`src/rtl/rf_pulse_sequencer_if.sv`:
```
// Bundle of the trigger/config inputs and gate/status outputs of the RF pulse sequencer.
interface rf_pulse_sequencer_if #(
  parameter int CNT_W = 16,
  parameter int N_W   = 8
);
  logic             trig;
  logic             abort;
  logic [CNT_W-1:0] t_half;
  logic [CNT_W-1:0] t_gap;
  logic [N_W-1:0]   n_echo;
  logic             rf;
  logic             busy;
  logic             done;
  logic [N_W-1:0]   echo_idx;

  modport master (
    output trig, abort, t_half, t_gap, n_echo,
    input  rf, busy, done, echo_idx
  );

  modport slave (
    input  trig, abort, t_half, t_gap, n_echo,
    output rf, busy, done, echo_idx
  );
endinterface

```
`src/rtl/rf_pulse_sequencer.sv`:
```
// RF pulse sequencer: plays pi/2 - tau - [pi - 2tau]... - pi/2 on a trigger edge.
// n_echo = 0 gives a Ramsey sequence, otherwise a Hahn/CPMG echo train.
// All outputs are registers decoded from the next state, so they line up with the FSM.
module rf_pulse_sequencer #(
  parameter int CNT_W = 16,
  parameter int N_W   = 8
) (
  input logic               clk,
  input logic               rst_n,
  rf_pulse_sequencer_if.slave bus
);

  typedef enum logic [2:0] {
    S_IDLE, S_P90A, S_GAP_PRE, S_P180, S_GAP_POST, S_P90B
  } state_t;

  localparam logic [CNT_W:0]   C_ONE  = {{CNT_W{1'b0}}, 1'b1};
  localparam logic [N_W-1:0]   C_EONE = {{(N_W-1){1'b0}}, 1'b1};

  state_t           r_state, w_next;
  logic             r_sync1, r_sync2, r_sync3, r_start;
  logic [CNT_W-1:0] r_th, r_tg;
  logic [N_W-1:0]   r_ne;
  logic [CNT_W:0]   r_cnt, w_load_val;
  logic [CNT_W-1:0] w_th_eff;
  logic [N_W-1:0]   r_echo;
  logic             r_rf, r_busy, r_done;
  logic             w_cnt_zero, w_load, w_rf_d, w_busy_d, w_done_d, w_echo_inc, w_launch;

  // Zero durations are played as one cycle so every state lasts at least a cycle.
  function automatic logic [CNT_W-1:0] f_clamp1(input logic [CNT_W-1:0] v);
    return (v == '0) ? {{(CNT_W-1){1'b0}}, 1'b1} : v;
  endfunction

  // pi pulse length, one bit wider so 2*(2^CNT_W-1) never overflows.
  function automatic logic [CNT_W:0] f_double(input logic [CNT_W-1:0] v);
    return {v, 1'b0};
  endfunction

  // Two-flop synchroniser, edge history flop and registered start pulse.
  always_ff @(posedge clk or negedge rst_n) begin
    if (!rst_n) begin
      r_sync1 <= 1'b0;
      r_sync2 <= 1'b0;
      r_sync3 <= 1'b0;
      r_start <= 1'b0;
    end else begin
      r_sync1 <= bus.trig;
      r_sync2 <= r_sync1;
      r_sync3 <= r_sync2;
      r_start <= r_sync2 & ~r_sync3;
    end
  end

  // FSM state register.
  always_ff @(posedge clk or negedge rst_n) begin
    if (!rst_n) r_state <= S_IDLE;
    else        r_state <= w_next;
  end

  // Next-state logic; abort overrides everything once a sequence is running.
  always_comb begin
    w_cnt_zero = (r_cnt == '0);
    w_next     = r_state;
    if (bus.abort && (r_state != S_IDLE)) begin
      w_next = S_IDLE;
    end else begin
      case (r_state)
        S_IDLE:     if (r_start && !bus.abort) w_next = S_P90A;
        S_P90A:     if (w_cnt_zero) w_next = S_GAP_PRE;
        S_GAP_PRE:  if (w_cnt_zero) w_next = (r_echo == r_ne) ? S_P90B : S_P180;
        S_P180:     if (w_cnt_zero) w_next = S_GAP_POST;
        S_GAP_POST: if (w_cnt_zero) w_next = (r_echo < r_ne) ? S_GAP_PRE : S_P90B;
        S_P90B:     if (w_cnt_zero) w_next = S_IDLE;
        default:    w_next = S_IDLE;
      endcase
    end
  end

  // Output and counter-load decode from the upcoming state.
  always_comb begin
    w_launch   = (r_state == S_IDLE) && (w_next == S_P90A);
    w_rf_d     = (w_next == S_P90A) || (w_next == S_P180) || (w_next == S_P90B);
    w_busy_d   = (w_next != S_IDLE);
    w_done_d   = (r_state == S_P90B) && (w_next == S_IDLE) && !bus.abort;
    w_echo_inc = (r_state == S_P180) && (w_next == S_GAP_POST);
    w_load     = (w_next != r_state);
    // On launch the config is latched on the same edge, so use the live input.
    w_th_eff   = (r_state == S_IDLE) ? f_clamp1(bus.t_half) : r_th;
    case (w_next)
      S_P90A, S_P90B:        w_load_val = {1'b0, w_th_eff} - C_ONE;
      S_P180:                w_load_val = f_double(w_th_eff) - C_ONE;
      S_GAP_PRE, S_GAP_POST: w_load_val = {1'b0, r_tg} - C_ONE;
      default:               w_load_val = '0;
    endcase
  end

  // Duration counter, echo index and registered outputs.
  always_ff @(posedge clk or negedge rst_n) begin
    if (!rst_n) begin
      r_cnt  <= '0;
      r_echo <= '0;
      r_rf   <= 1'b0;
      r_busy <= 1'b0;
      r_done <= 1'b0;
    end else begin
      if (w_load)           r_cnt <= w_load_val;
      else if (!w_cnt_zero) r_cnt <= r_cnt - C_ONE;
      if (w_launch)         r_echo <= '0;
      else if (w_echo_inc)  r_echo <= r_echo + C_EONE;
      r_rf   <= w_rf_d;
      r_busy <= w_busy_d;
      r_done <= w_done_d;
    end
  end

  // Sequence configuration captured at launch; later input changes are ignored.
  always_ff @(posedge clk) begin
    if (w_launch) begin
      r_th <= f_clamp1(bus.t_half);
      r_tg <= f_clamp1(bus.t_gap);
      r_ne <= bus.n_echo;
    end
  end

  assign bus.rf       = r_rf;
  assign bus.busy     = r_busy;
  assign bus.done     = r_done;
  assign bus.echo_idx = r_echo;

endmodule
```
`src/flat_wrapper.sv`:
```
// flat-port wrapper written by rule: the top's interface ports become plain ports
module rf_pulse_sequencer_flat 
#(
  parameter int CNT_W = 16,
  parameter int N_W   = 8
)
  (clk, rst_n, bus_trig, bus_abort, bus_t_half, bus_t_gap, bus_n_echo, bus_rf, bus_busy, bus_done, bus_echo_idx);
  rf_pulse_sequencer_if #(.CNT_W(CNT_W), .N_W(N_W)) bus_i ();
  input logic clk;
  input logic rst_n;
  input wire logic [$bits(bus_i.trig)-1:0] bus_trig;
  input wire logic [$bits(bus_i.abort)-1:0] bus_abort;
  input wire logic [$bits(bus_i.t_half)-1:0] bus_t_half;
  input wire logic [$bits(bus_i.t_gap)-1:0] bus_t_gap;
  input wire logic [$bits(bus_i.n_echo)-1:0] bus_n_echo;
  output wire logic [$bits(bus_i.rf)-1:0] bus_rf;
  output wire logic [$bits(bus_i.busy)-1:0] bus_busy;
  output wire logic [$bits(bus_i.done)-1:0] bus_done;
  output wire logic [$bits(bus_i.echo_idx)-1:0] bus_echo_idx;
  assign bus_i.trig = bus_trig;
  assign bus_i.abort = bus_abort;
  assign bus_i.t_half = bus_t_half;
  assign bus_i.t_gap = bus_t_gap;
  assign bus_i.n_echo = bus_n_echo;
  assign bus_rf = bus_i.rf;
  assign bus_busy = bus_i.busy;
  assign bus_done = bus_i.done;
  assign bus_echo_idx = bus_i.echo_idx;
  rf_pulse_sequencer #(.CNT_W(CNT_W), .N_W(N_W)) u_core (.clk(clk), .rst_n(rst_n), .bus(bus_i));
endmodule
```
`config.mk`:
```
export PLATFORM = sky130hd
export DESIGN_NAME = rf_pulse_sequencer_flat
export DESIGN_NICKNAME = d
export VERILOG_FILES = /design/src/rtl/rf_pulse_sequencer_if.sv /design/src/rtl/rf_pulse_sequencer.sv /design/src/flat_wrapper.sv
export SDC_FILE = /design/constraint.sdc
export NUM_CORES = 1
export LEC_CHECK = 0
export ABC_AREA = 0
export CAP_MARGIN = 20
export CORE_MARGIN = 8
export CORE_UTILIZATION = 61
export DETAILED_ROUTE_END_ITERATION = 10
export GPL_ROUTABILITY_DRIVEN = 1
export PLACE_DENSITY = 0.86
export SYNTH_ARGS = -nofsm -noshare
export SYNTH_HDL_FRONTEND = slang
export SYNTH_SLANG_ARGS = --single-unit
```
`constraint.sdc`:
```
create_clock -name clk -period 8.65 [get_ports clk]
set_input_delay 1.73 -clock clk [delete_from_list [all_inputs] [get_ports clk]]
set_output_delay 1.73 -clock clk [all_outputs]
set_load 0.02 [all_outputs]
```
Word-level counts from Yosys, hierarchy flattened
Cells that the tools add are included.
Word-level totals
  flip-flop bits (word level): 75
  input port bits: 44
  output and inout bits: 11
Operators by class
  add/sub/neg operators: 5
  $lt $le $gt $ge: 1
  eq/ne operators: 13
  mux-type cells: 17
  bitwise gates (word level): 2
  reductions and logical operators: 19
Operators with widths (number)
  $pmux W17 S3: 1
  $mux W17: 2
  $sub A16 B1 Y17 const B: 2
  $sub A17 B1 Y17 const B: 2
  $logic_not A16 Y1: 2
  $mux W16: 2
  $mux W3: 9
  $pmux W3 S6: 1
  $logic_not A17 Y1: 1
  $mux W8: 2
  $eq A3 B2 Y1 const B: 4
  $eq A3 B3 Y1 const B: 4
  $add A8 B1 Y8 const B: 1
  $eq A8 B8 Y1: 1
  $lt A8 B8 Y1: 1
  $eq A3 B1 Y1 const B: 2
  $logic_and A1 B1 Y1: 6
  $logic_not A3 Y1: 2
  $reduce_bool A3 Y1: 2
  $reduce_or A2 Y1: 2
  $ne A3 B3 Y1: 1
  $logic_or A1 B1 Y1: 2
  $ne A2 B2 Y1 const B: 1
  $reduce_bool A2 Y1: 1
  3 further kinds: 3

Longest topological paths before layout
Gate-level depths: netlist (run 1).
  word-level depth: 9
  mapped depth: 19

Worst setup path before layout (run 1)
No wires, ideal clock.
  path type: input to register
  start point: input bus_abort
  end point: register u_core.r_cnt[10]
  library setup time: 0.126 ns
  arrival time: 5.060 ns
  required time: 8.524 ns
  slack: 3.464 ns
  cell stages on the path: 17
  buffers on the path: 1
  cell sequence: or3b_2 nor2_1 nand3_1 a21o_1 nand3_1 clkbuf_1 nand2_1 o21ai_0 ha_1 nand2b_1 or3_1 or3_1 nor2_1 nand4_1 a211o_1 a31oi_1 a21oi_1
On the way
  cells in the longest elaborated chain, start to end: 9
Ends and longest elaborated chain
  start, declared: line flat_wrapper.sv:12  | input wire logic [$bits(bus_i.abort)-1:0] bus_abort;
  $logic_not A1 Y1: line rf_pulse_sequencer.sv:69  | S_IDLE: if (r_start && !bus.abort) w_next = S_P90A;
  $logic_and A1 B1 Y1: line rf_pulse_sequencer.sv:69
  $mux W3: line rf_pulse_sequencer.sv:69
  $pmux W3 S6: line rf_pulse_sequencer.sv:68  | case (r_state)
  $mux W3 (*): line rf_pulse_sequencer.sv:65  | if (bus.abort && (r_state != S_IDLE)) begin
  $eq A3 B2 Y1 (tied with other cells): line rf_pulse_sequencer.sv:90  | case (w_next)
  $reduce_or A2 Y1: line rf_pulse_sequencer.sv:90
  $pmux W17 S3: line rf_pulse_sequencer.sv:90
  $mux W17: line rf_pulse_sequencer.sv:107  | if (w_load) r_cnt <= w_load_val;
  end signal, assigned: line rf_pulse_sequencer.sv:107
  end signal, assigned: line rf_pulse_sequencer.sv:108  | else if (!w_cnt_zero) r_cnt <= r_cnt - C_ONE;
  end, declared: line rf_pulse_sequencer.sv:24  | logic [CNT_W:0] r_cnt, w_load_val;
Every way passes the cells marked *; elsewhere a longest branch is shown, timed or not.
A chain may end at the register's enable or synchronous reset.

Worst setup path after layout (run 1)
Ends and elaborated chain as after synthesis.

==> results.yml, run 1 <==
logic_synthesis:
  async_flop_share_pct: 46.67
  synth_cell_types: 65
  synth_edf_count: 40
  netlist_area_sq_mm: 0.004876
  synth_seq_area_share_pct: 42.60
  ys_ff_latch: 75
  synth_area_per_cell_sq_um: 9.395
  syn-instance-count: 519
  syn_nets: 576
  yosys_warnings: 0
  ys_dominant_reg_cell: "edfxtp_1"
detailed_routing:
  vias: 4084
  wl_microns: 12670
  wire_per_inst_microns: 19.49
  first_iter_violations: 356
  via_per_inst: 6.283
  post-route-drc-count: 0
  ant_nets: 0
  firstDrtPassIters: 5
status:
  status: "finished clean"
setup_path:
  cp_max_fo: 14
  reg2reg_setup_slack_ns: 3.44
  start_kind: "input port"
  arrival_ns: 6.39
  critical_path.top_delay_family: "simple AND/OR/NAND/NOR gates"
  critPathMaxStageDelay_ns: 0.60
  cp-end-kind: "flip-flop"
  crit_path_start: "bus_abort"
  critPathBufInv: 1
  r2r_cells: 15
  crit_type: "input port to flip-flop"
  crit_end: "u_core.r_cnt[10]$_DFFE_PN0P_"
  r2r_end: "u_core.r_cnt[10]$_DFFE_PN0P_"
  cp_cell_sequence: "clkdlybuf4s50_1 > or3b_2 > nor2_1 > a21oi_1 > o211ai_1 > nand3_1 > o21ai_0 > ha_1 > nand2b_1 > or3_1 > or3_1 > nor2_1 > nand4_1 > a211o_1 > a31oi_1 > a21oi_1"
  crit_slowest_cell: "clkdlybuf4s50_1"
  cp.depth: 16
  required_ns: 8.85
  r2r-start: "u_core.r_cnt[5]$_DFFE_PN0P_"
clock_tree:
  clock_path_buffers: 2
  htreeDepth: 3
  hold_buffers: 0
  cts_setup_buffers: 0
  numCtsBuffers: 9
  cts_resized: 0
  path_clk_slew_ns: 0.09
  clk_latency_ns: 0.35
  clock-sinks: 75
  root_buffer: "clkbuf_8"
  cts_tree: "yes"
timing:
  rsz0062_at_grt: "false"
  hold_violations: 0
  period_needed_ns: 6.195
  fmax_mhz: 161.4
  finalCritPeriodShare_pct: 71.62
  setup_viol: 0
  fin_skew_ns: 0.01462
  tns_ns: 0
  worst_pin_slew_ns: 1.029
  slew_viol_final: 0
  slew_headroom_pct: 31.41
grt:
  grt_max_degree: 49
  antenna_found_initial: 0
  grt_first_pass_wirelength_microns: 20390
  overflow: 0
  grt_use_total_pct: 22.67
  grt_pass1_vias: 4015
cells_and_area:
  multi_input_area_sq_mm: 0.002547
  final_common_cell: "clkdlybuf4s50_1"
  layout-drive-gt1-share_pct: 7.117
  syn_to_final_growth_pct: 15.58
  mostFrequentLayoutCells: "54 x clkdlybuf4s50_1, 43 x nor2_1, 43 x a21oi_1, 42 x nand2_1, 40 x edfxtp_1"
  finalNetCount: 600
  n_fill_cell: 585
  n_antenna_cell: 0
  design_area_sq_mm: 0.005635
  regArea_sq_mm: 0.002077
power:
  total_leakage_power_nw: 2.132
  power.density_mw_per_mm2: 172.5
  peakVddDrop_mv: 0.1310
floorplan:
  ioPinCount: 55
  die_area_sq_mm: 0.01111
  coreArea_sq_mm: 0.007727
  die_h_microns: 105.4
  rows: 32
  initial_core_util_pct: 63.10
  die_x_microns: 105.4
hold_path:
  hp-class: "flip-flop to flip-flop"
  hold_depth: 0
place:
  port-buffer-count: 54
  place_congestion: 0.9260
  placed_area_sq_mm: 0.005394
  dp_hpwl_microns: 9592
flow_run:
  maxCapViolCount: 0
[stage by stage]
step	instances	worst slack [ns]	util (%)	hold WS [ns]	power (W)
floorplan	519	3.464	-	0.3312	0.0005883
global placement	634	2.390	69.80	0.3359	0.0006442
detailed placement	634	2.242	69.80	0.3403	0.0006512
CTS	650	2.570	72.93	0.3611	0.0009719
global route	650	2.125	72.93	0.3742	0.001016
finish	650	2.455	72.93	0.3589	0.0009721
[layout make-up]
cell class,instances,area share [%]
clock buffer,10,2.642
inverter,19,1.266
clock inverter,6,1.643
sequential,75,36.86
timing repair buffer,58,10.12
multi-input combinational,380,45.20
tap,102,2.265
[Yosys cell counts (10+ instances only)]
library cell	n	share of area, %
xor2_1	28	5.0
nor4_1	13	1.7
nor3_1	22	2.3
nor2_1	44	3.4
clkbuf_1	37	2.8
o21ai_0	12	1.2
nand4_1	10	1.3
dfrtp_1	35	18
nand2_1	42	3.2
a31oi_1	12	1.5
mux2i_1	21	4.3
xnor2_1	22	4.0
inv_1	18	1.4
a21oi_1	43	4.4
or3_1	13	1.7
edfxtp_1	40	25
ha_1	13	3.3
[registers in the layout (all words and copies together) (netlist names)]
signal               cells
u_core.r_state           3
u_core.r_sync3           1
u_core.r_start           1
u_core.r_cnt            17
u_core.bus.busy          1
u_core.bus.echo_idx      8
u_core.r_th             16
u_core.r_sync1           1
u_core.bus.done          1
u_core.r_sync2           1
u_core.r_tg             16
u_core.r_ne              8
u_core.bus.rf            1
[kinds of logic after synthesis]
| group | count (synthesis) | synth area share (%) |
|---|---|---|
| simple gates | 183 | 19.45 |
| compound gates | 110 | 15.24 |
| flops | 75 | 42.60 |
| buf+inv | 64 | 5.311 |
| xor+xnor | 50 | 8.981 |
| mux | 24 | 5.081 |
| fa+ha+maj | 13 | 3.336 |
[worst min path at each step]
stage                             startpoint                        to  slack [ns]
CTS                 u_core.r_sync1$_DFF_PN0_  u_core.r_sync2$_DFF_PN0_        0.36
floorplan           u_core.r_sync1$_DFF_PN0_  u_core.r_sync2$_DFF_PN0_        0.33
detailed placement  u_core.r_sync1$_DFF_PN0_  u_core.r_sync2$_DFF_PN0_        0.34
global placement    u_core.r_sync1$_DFF_PN0_  u_core.r_sync2$_DFF_PN0_        0.34
finish              u_core.r_sync1$_DFF_PN0_  u_core.r_sync2$_DFF_PN0_        0.36
global route        u_core.r_sync1$_DFF_PN0_  u_core.r_sync2$_DFF_PN0_        0.37
[per-layer routing]
metal  routed length, microns  track usage [%]  part of all wire (%)  vias up
met1                     5503            30.36                    43     1934
met4                      245            6.524                   1.9        0
met2                     5880            35.39                    46      199
met3                     1039            5.847                   8.2       29
met5                        0                0                     0        -
li1                         -                -                     -     1922
[report_power, final]
part | internal (W) | switching, W
Clock | 0.000182 | 0.000140
Combinational | 0.0000901 | 0.000107
Sequential | 0.000414 | 0.0000392
Total | 0.000686 | 0.000286
No activity file was read; power rests on OpenSTA's default activity.
==> run 2, diff against run 1 <==
Settings changed: CORE_UTILIZATION 61 to 52, PLACE_DENSITY 0.86 to 0.78.
Clock period 8.65 ns to 5.1 ns, I/O delays scaled along.
==> run 2 against run 1 <==
Cell count increased by 3.1%. Via count is 1.2% lower. Worst hold slack lost 0.0034 ns. Die area up 15%. Clock skew shrank 0.0044 ns. Routed wire length is 2.5% higher. Design area up 1.8%. Combinational power increased by 72%. Clock power up 78%. Largest power group unchanged. Highest routed layer unchanged.
==> results.yml, run 2 (same netlist as run 1, synthesis figures left out) <==
grt:
  grt_max_degree: 49
  grt_use_total_pct: 20.52
  overflow: 0
  grt_pass1_vias: 4006
  grt_first_pass_wirelength_microns: 20710
  antenna_found_initial: 0
flow_run:
  maxCapViolCount: 0
cells_and_area:
  design_area_sq_mm: 0.005739
  layout-drive-gt1-share_pct: 8.766
  mostFrequentLayoutCells: "54 x clkdlybuf4s50_1, 43 x nor2_1, 43 x a21oi_1, 42 x nand2_1, 40 x edfxtp_1"
  largest_reg_flops: 17
  reg_top3: "u_core.r_cnt x17, u_core.r_tg x16, u_core.r_th x16"
  syn_to_final_growth_pct: 17.71
  largest_register: "u_core.r_cnt"
  n_fill_cell: 756
  final_common_cell: "clkdlybuf4s50_1"
  regArea_sq_mm: 0.002077
  finalNetCount: 611
  multi_input_area_sq_mm: 0.002547
  n_antenna_cell: 0
timing:
  fmax_mhz: 214.8
  rsz0062_at_grt: "false"
  fin_skew_ns: 0.01024
  slew_headroom_pct: 24.24
  worst_pin_slew_ns: 1.108
  setup_viol: 0
  hold_violations: 0
  worst_slack_ns: 0.4434
  slew_viol_final: 0
  finalCritPeriodShare_pct: 91.31
  period_needed_ns: 4.657
  tns_ns: 0
setup_path:
  required_ns: 5.30
  cp-end-kind: "flip-flop"
  crit_slowest_cell: "nor4_1"
  r2r-start: "u_core.r_cnt[5]$_DFFE_PN0P_"
  r2r_cells: 15
  r2r_end: "u_core.r_cnt[10]$_DFFE_PN0P_"
  cp_max_fo: 16
  crit_top_cell: "or3_1"
  start_kind: "flip-flop"
  arrival_ns: 4.86
  reg2reg_setup_slack_ns: 0.44
  critPathMaxStageDelay_ns: 0.57
  cp_cell_sequence: "nor4_1 > and4b_1 > nand2_4 > mux2i_1 > nand3_1 > o21ai_0 > ha_1 > nand2b_1 > or3_1 > or3_1 > nor2_1 > nand4_1 > a211o_1 > a31oi_1 > a21oi_1"
  crit_type: "flip-flop to flip-flop"
power:
  peakVddDrop_mv: 0.1318
  p_clk_share_pct: 34.1
  total_leakage_power_nw: 2.192
  comb_power_share_pct: 20.1
  p_sw_share_pct: 28.09
  power.density_mw_per_mm2: 293.1
  power.switching_w: 0.0004726
  cell_internal_pwr_w: 0.001210
  p_seq_share_pct: 45.8
clock_tree:
  cts_resized: 0
  clk_latency_ns: 0.35
  cts_tree: "yes"
  clock_path_buffers: 2
  cts_setup_buffers: 0
  numCtsBuffers: 9
  clock-sinks: 75
  hold_buffers: 0
  htreeDepth: 3
  root_buffer: "clkbuf_8"
  path_clk_slew_ns: 0.08
detailed_routing:
  vias: 4036
  post-route-drc-count: 0
  first_iter_violations: 247
  wl_microns: 12990
  firstDrtPassIters: 5
  ant_nets: 0
  wire_per_inst_microns: 19.39
  via_per_inst: 6.024
hold_path:
  holdPathEnd: "u_core.r_sync2$_DFF_PN0_"
  worstHoldStart: "u_core.r_sync1$_DFF_PN0_"
  hp-class: "flip-flop to flip-flop"
  hold_depth: 0
place:
  pre_cts_slack_ns: 0.2717
  port-buffer-count: 54
  place_congestion: 0.9394
  placed_area_sq_mm: 0.005488
  dp_hpwl_microns: 10070
floorplan:
  initial_core_util_pct: 53.27
  coreArea_sq_mm: 0.009153
  rows: 35
  die_x_microns: 112.8
  die_area_sq_mm: 0.01273
  ioPinCount: 55
  die_h_microns: 112.8
status:
  status: "finished clean"
-- run 2: cell types whose count changed in the layout (fill, tap and decap cells not counted) --
cell,delta
clkbuf_1,+1
bufinv_16,+1
buf_4,+11
inv_6,-1
clkbuf_8,+2
clkinv_4,-2
clkbuf_16,-1
-- run 2: worst max-delay path, delay by kind of cell, from the launching register on --
family	cells	cell delay [ns]
mux	1	0.39
simple gates	9	2.69
fa+ha+maj	1	0.19
compound gates	4	0.80
flops	1	0.43
-- run 2: per-layer routing --
layer  vias to the layer above  track usage, %  routed length, microns
met5                         -               0                       0
met4                         0           5.755                     126
met3                        10           4.260                     811
met2                       145           33.00                    6104
met1                      1930           27.31                    5948
li1                       1951               -                       -
-- run 2: area by class of cell --
type                    instances  area share [%]
clock inverters                 4           1.679
flip-flops and latches         75           36.19
clock buffers                  12           2.703
well taps                     111           2.420
inverters                      19           1.243
repair buffers                 69           11.38
multi-input cells             380           44.39
-- run 2: power by group through the flow --
stage          Sequential (W)  Clock (W)  Combinational, W
5_1_grt              0.000776   0.000610          0.000374
6_report             0.000770   0.000574          0.000338
3_3_place_gp         0.000776          0          0.000325
3_5_place_dp         0.000782          0          0.000332
4_1_cts              0.000769   0.000584          0.000335
2_1_floorplan        0.000764          0          0.000234
-- run 2: worst max-delay path by stage --
stage	cells after the start	slack (ns)	start	endpoint
floorplan	17	0.62	bus_abort	u_core.r_cnt[10]$_DFFE_PN0P_
global placement	17	0.35	bus_abort	u_core.r_cnt[10]$_DFFE_PN0P_
detailed placement	17	0.27	bus_abort	u_core.r_cnt[10]$_DFFE_PN0P_
CTS	15	0.55	u_core.r_cnt[5]$_DFFE_PN0P_	u_core.r_cnt[10]$_DFFE_PN0P_
global route	15	0.15	u_core.r_cnt[5]$_DFFE_PN0P_	u_core.r_cnt[10]$_DFFE_PN0P_
finish	15	0.44	u_core.r_cnt[5]$_DFFE_PN0P_	u_core.r_cnt[10]$_DFFE_PN0P_
-- run 2: stage by stage --
stage / instances / power, W / hold WS (ns) / utilization (%)
3_3_place_gp: 654 / 0.001101 / 0.3474 / 59.96
6_report: 670 / 0.001682 / 0.3555 / 62.71
3_5_place_dp: 654 / 0.001114 / 0.3396 / 59.96
4_1_cts: 670 / 0.001687 / 0.3595 / 62.71
2_1_floorplan: 519 / 0.0009978 / 0.3312 / -
5_1_grt: 670 / 0.001760 / 0.3743 / 62.71
==> run 3, diff against run 2 <==
Settings changed: PLACE_DENSITY 0.78 to 0.85.
==> run 3 against run 2 <==
Routed wire length down 0.92%. Total power down 0.31%. Register-to-register slack about the same. Via count up 2.6%.
==> results.yml, run 3 (same netlist as run 1, synthesis figures left out) <==
cells_and_area:
  stdcell_count: 669
  final_common_cell: "clkdlybuf4s50_1"
  n_antenna_cell: 0
  regArea_sq_mm: 0.002077
  n_fill_cell: 762
  largest_reg_flops: 17
  reg_top3: "u_core.r_cnt x17, u_core.r_tg x16, u_core.r_th x16"
  mostFrequentLayoutCells: "54 x clkdlybuf4s50_1, 43 x nor2_1, 43 x a21oi_1, 42 x nand2_1, 40 x edfxtp_1"
  largest_register: "u_core.r_cnt"
  multi_input_area_sq_mm: 0.002547
  layout-drive-gt1-share_pct: 8.602
  syn_to_final_growth_pct: 17.55
  finalNetCount: 610
floorplan:
  coreArea_sq_mm: 0.009153
  die_x_microns: 112.8
  die_area_sq_mm: 0.01273
  die_h_microns: 112.8
  ioPinCount: 55
  rows: 35
  initial_core_util_pct: 53.27
grt:
  grt_max_degree: 49
  grt_use_total_pct: 20.63
  overflow: 0
  grt_first_pass_wirelength_microns: 21000
  antenna_found_initial: 0
  grt_pass1_vias: 4097
power:
  power.switching_w: 0.0004670
  power.density_mw_per_mm2: 292.6
  peakVddDrop_mv: 0.1705
  total_leakage_power_nw: 2.188
  p_seq_share_pct: 45.7
  comb_power_share_pct: 20.1
  cell_internal_pwr_w: 0.001210
  p_sw_share_pct: 27.84
  p_clk_share_pct: 34.2
detailed_routing:
  firstDrtPassIters: 5
  ant_nets: 0
  wire_per_inst_microns: 19.24
  first_iter_violations: 364
  wl_microns: 12870
  post-route-drc-count: 0
  via_per_inst: 6.188
  vias: 4140
setup_path:
  cp-end-kind: "flip-flop"
  cp_cell_sequence: "or4_4 > and4b_1 > nand2_4 > mux2i_1 > nand3_1 > o21ai_0 > ha_1 > nand2b_1 > or3_1 > or3_1 > nor2_1 > nand4_1 > a211o_1 > a31oi_1 > a21oi_1"
  start_kind: "flip-flop"
  r2r_cells: 15
  arrival_ns: 4.86
  crit_slowest_cell: "or4_4"
  cp_max_fo: 16
  reg2reg_setup_slack_ns: 0.45
  crit_type: "flip-flop to flip-flop"
  r2r-start: "u_core.r_cnt[11]$_DFFE_PN0P_"
  required_ns: 5.31
  r2r_end: "u_core.r_cnt[10]$_DFFE_PN0P_"
  crit_top_cell: "or3_1"
  critPathMaxStageDelay_ns: 0.58
flow_run:
  maxCapViolCount: 0
place:
  port-buffer-count: 54
  dp_hpwl_microns: 9788
  dp_cells: 653
  place_congestion: 0.9244
hold_path:
  holdPathEnd: "u_core.r_sync2$_DFF_PN0_"
  worstHoldStart: "u_core.r_sync1$_DFF_PN0_"
  hp-class: "flip-flop to flip-flop"
  hold_depth: 0
timing:
  tns_ns: 0
  fin_skew_ns: 0.01114
  finalCritPeriodShare_pct: 91.25
  period_needed_ns: 4.654
  fmax_mhz: 214.9
  slew_viol_final: 0
  slew_headroom_pct: 49.12
  hold_violations: 0
  rsz0062_at_grt: "false"
  worst_pin_slew_ns: 0.7440
  setup_viol: 0
clock_tree:
  cts_resized: 0
  clock-sinks: 75
  hold_buffers: 0
  htreeDepth: 3
  numCtsBuffers: 9
  clock_path_buffers: 2
  root_buffer: "clkbuf_8"
  path_clk_slew_ns: 0.08
  cts_setup_buffers: 0
  clk_latency_ns: 0.35
  cts_tree: "yes"
status:
  status: "finished clean"
==> run 3: cell count changes in the layout (fill, tap and decap cells not counted) <==
cell | before | now
buf_4 | 15 | 14
==> run 3: through the flow <==
step / power [W] / worst slack [ns] / utilization, % / hold WS, ns / area, sq um
finish: 0.001677 / 0.4461 / 62.62 / 0.3631 / 5732
global route: 0.001753 / 0.1590 / 62.62 / 0.3790 / 5732
global placement: 0.001096 / 0.3000 / 59.88 / 0.3328 / 5480
detailed placement: 0.001108 / 0.2388 / 59.88 / 0.3465 / 5480
floorplan: 0.0009978 / 0.6239 / - / 0.3312 / 4876
CTS: 0.001682 / 0.4993 / 62.62 / 0.3661 / 5732
==> run 3: worst max-delay path by stage <==
| stage | to | cells after the start | start | slack (ns) |
|---|---|---|---|---|
| floorplan | u_core.r_cnt[10]$_DFFE_PN0P_ | 17 | bus_abort | 0.62 |
| global placement | u_core.r_cnt[10]$_DFFE_PN0P_ | 17 | bus_abort | 0.30 |
| detailed placement | u_core.r_cnt[10]$_DFFE_PN0P_ | 17 | bus_abort | 0.24 |
| CTS | u_core.r_cnt[10]$_DFFE_PN0P_ | 15 | u_core.r_cnt[11]$_DFFE_PN0P_ | 0.50 |
| global route | u_core.r_cnt[10]$_DFFE_PN0P_ | 15 | u_core.r_cnt[11]$_DFFE_PN0P_ | 0.16 |
| finish | u_core.r_cnt[10]$_DFFE_PN0P_ | 15 | u_core.r_cnt[11]$_DFFE_PN0P_ | 0.45 |
==> run 3: metal layers <==
layer  global-route usage (%)  share of wire (%)  vias up
met2                    32.60                 48      166
li1                         -                  -     1954
met1                    27.11                 42     1990
met3                    4.207                7.5       30
met5                        0                  0        -
met4                    8.183                2.4        0
==> run 3: layout make-up <==
class / instances / share of cell area (%)
Clock buffer: 12 / 2.707
Tap cell: 111 / 2.423
Timing Repair Buffer: 68 / 11.26
Clock inverter: 4 / 1.681
Multi-Input combinational cell: 380 / 44.44
Inverter: 19 / 1.244
Sequential cell: 75 / 36.24
==> run 3: worst max-delay path: cells and delay by family, from the launching register on <==
family / cells / cell delay (ns)
simple gates: 9 / 2.67
compound gates: 4 / 0.82
flops: 1 / 0.42
mux: 1 / 0.40
fa+ha+maj: 1 / 0.20
==> run 3: power by group through the flow <==
stage,logic (W),clock network [W],registers (W)
3_3_place_gp,0.000322,0,0.000774
2_1_floorplan,0.000234,0,0.000764
5_1_grt,0.000374,0.000607,0.000773
6_report,0.000337,0.000574,0.000766
3_5_place_dp,0.000331,0,0.000777
4_1_cts,0.000335,0.000582,0.000765
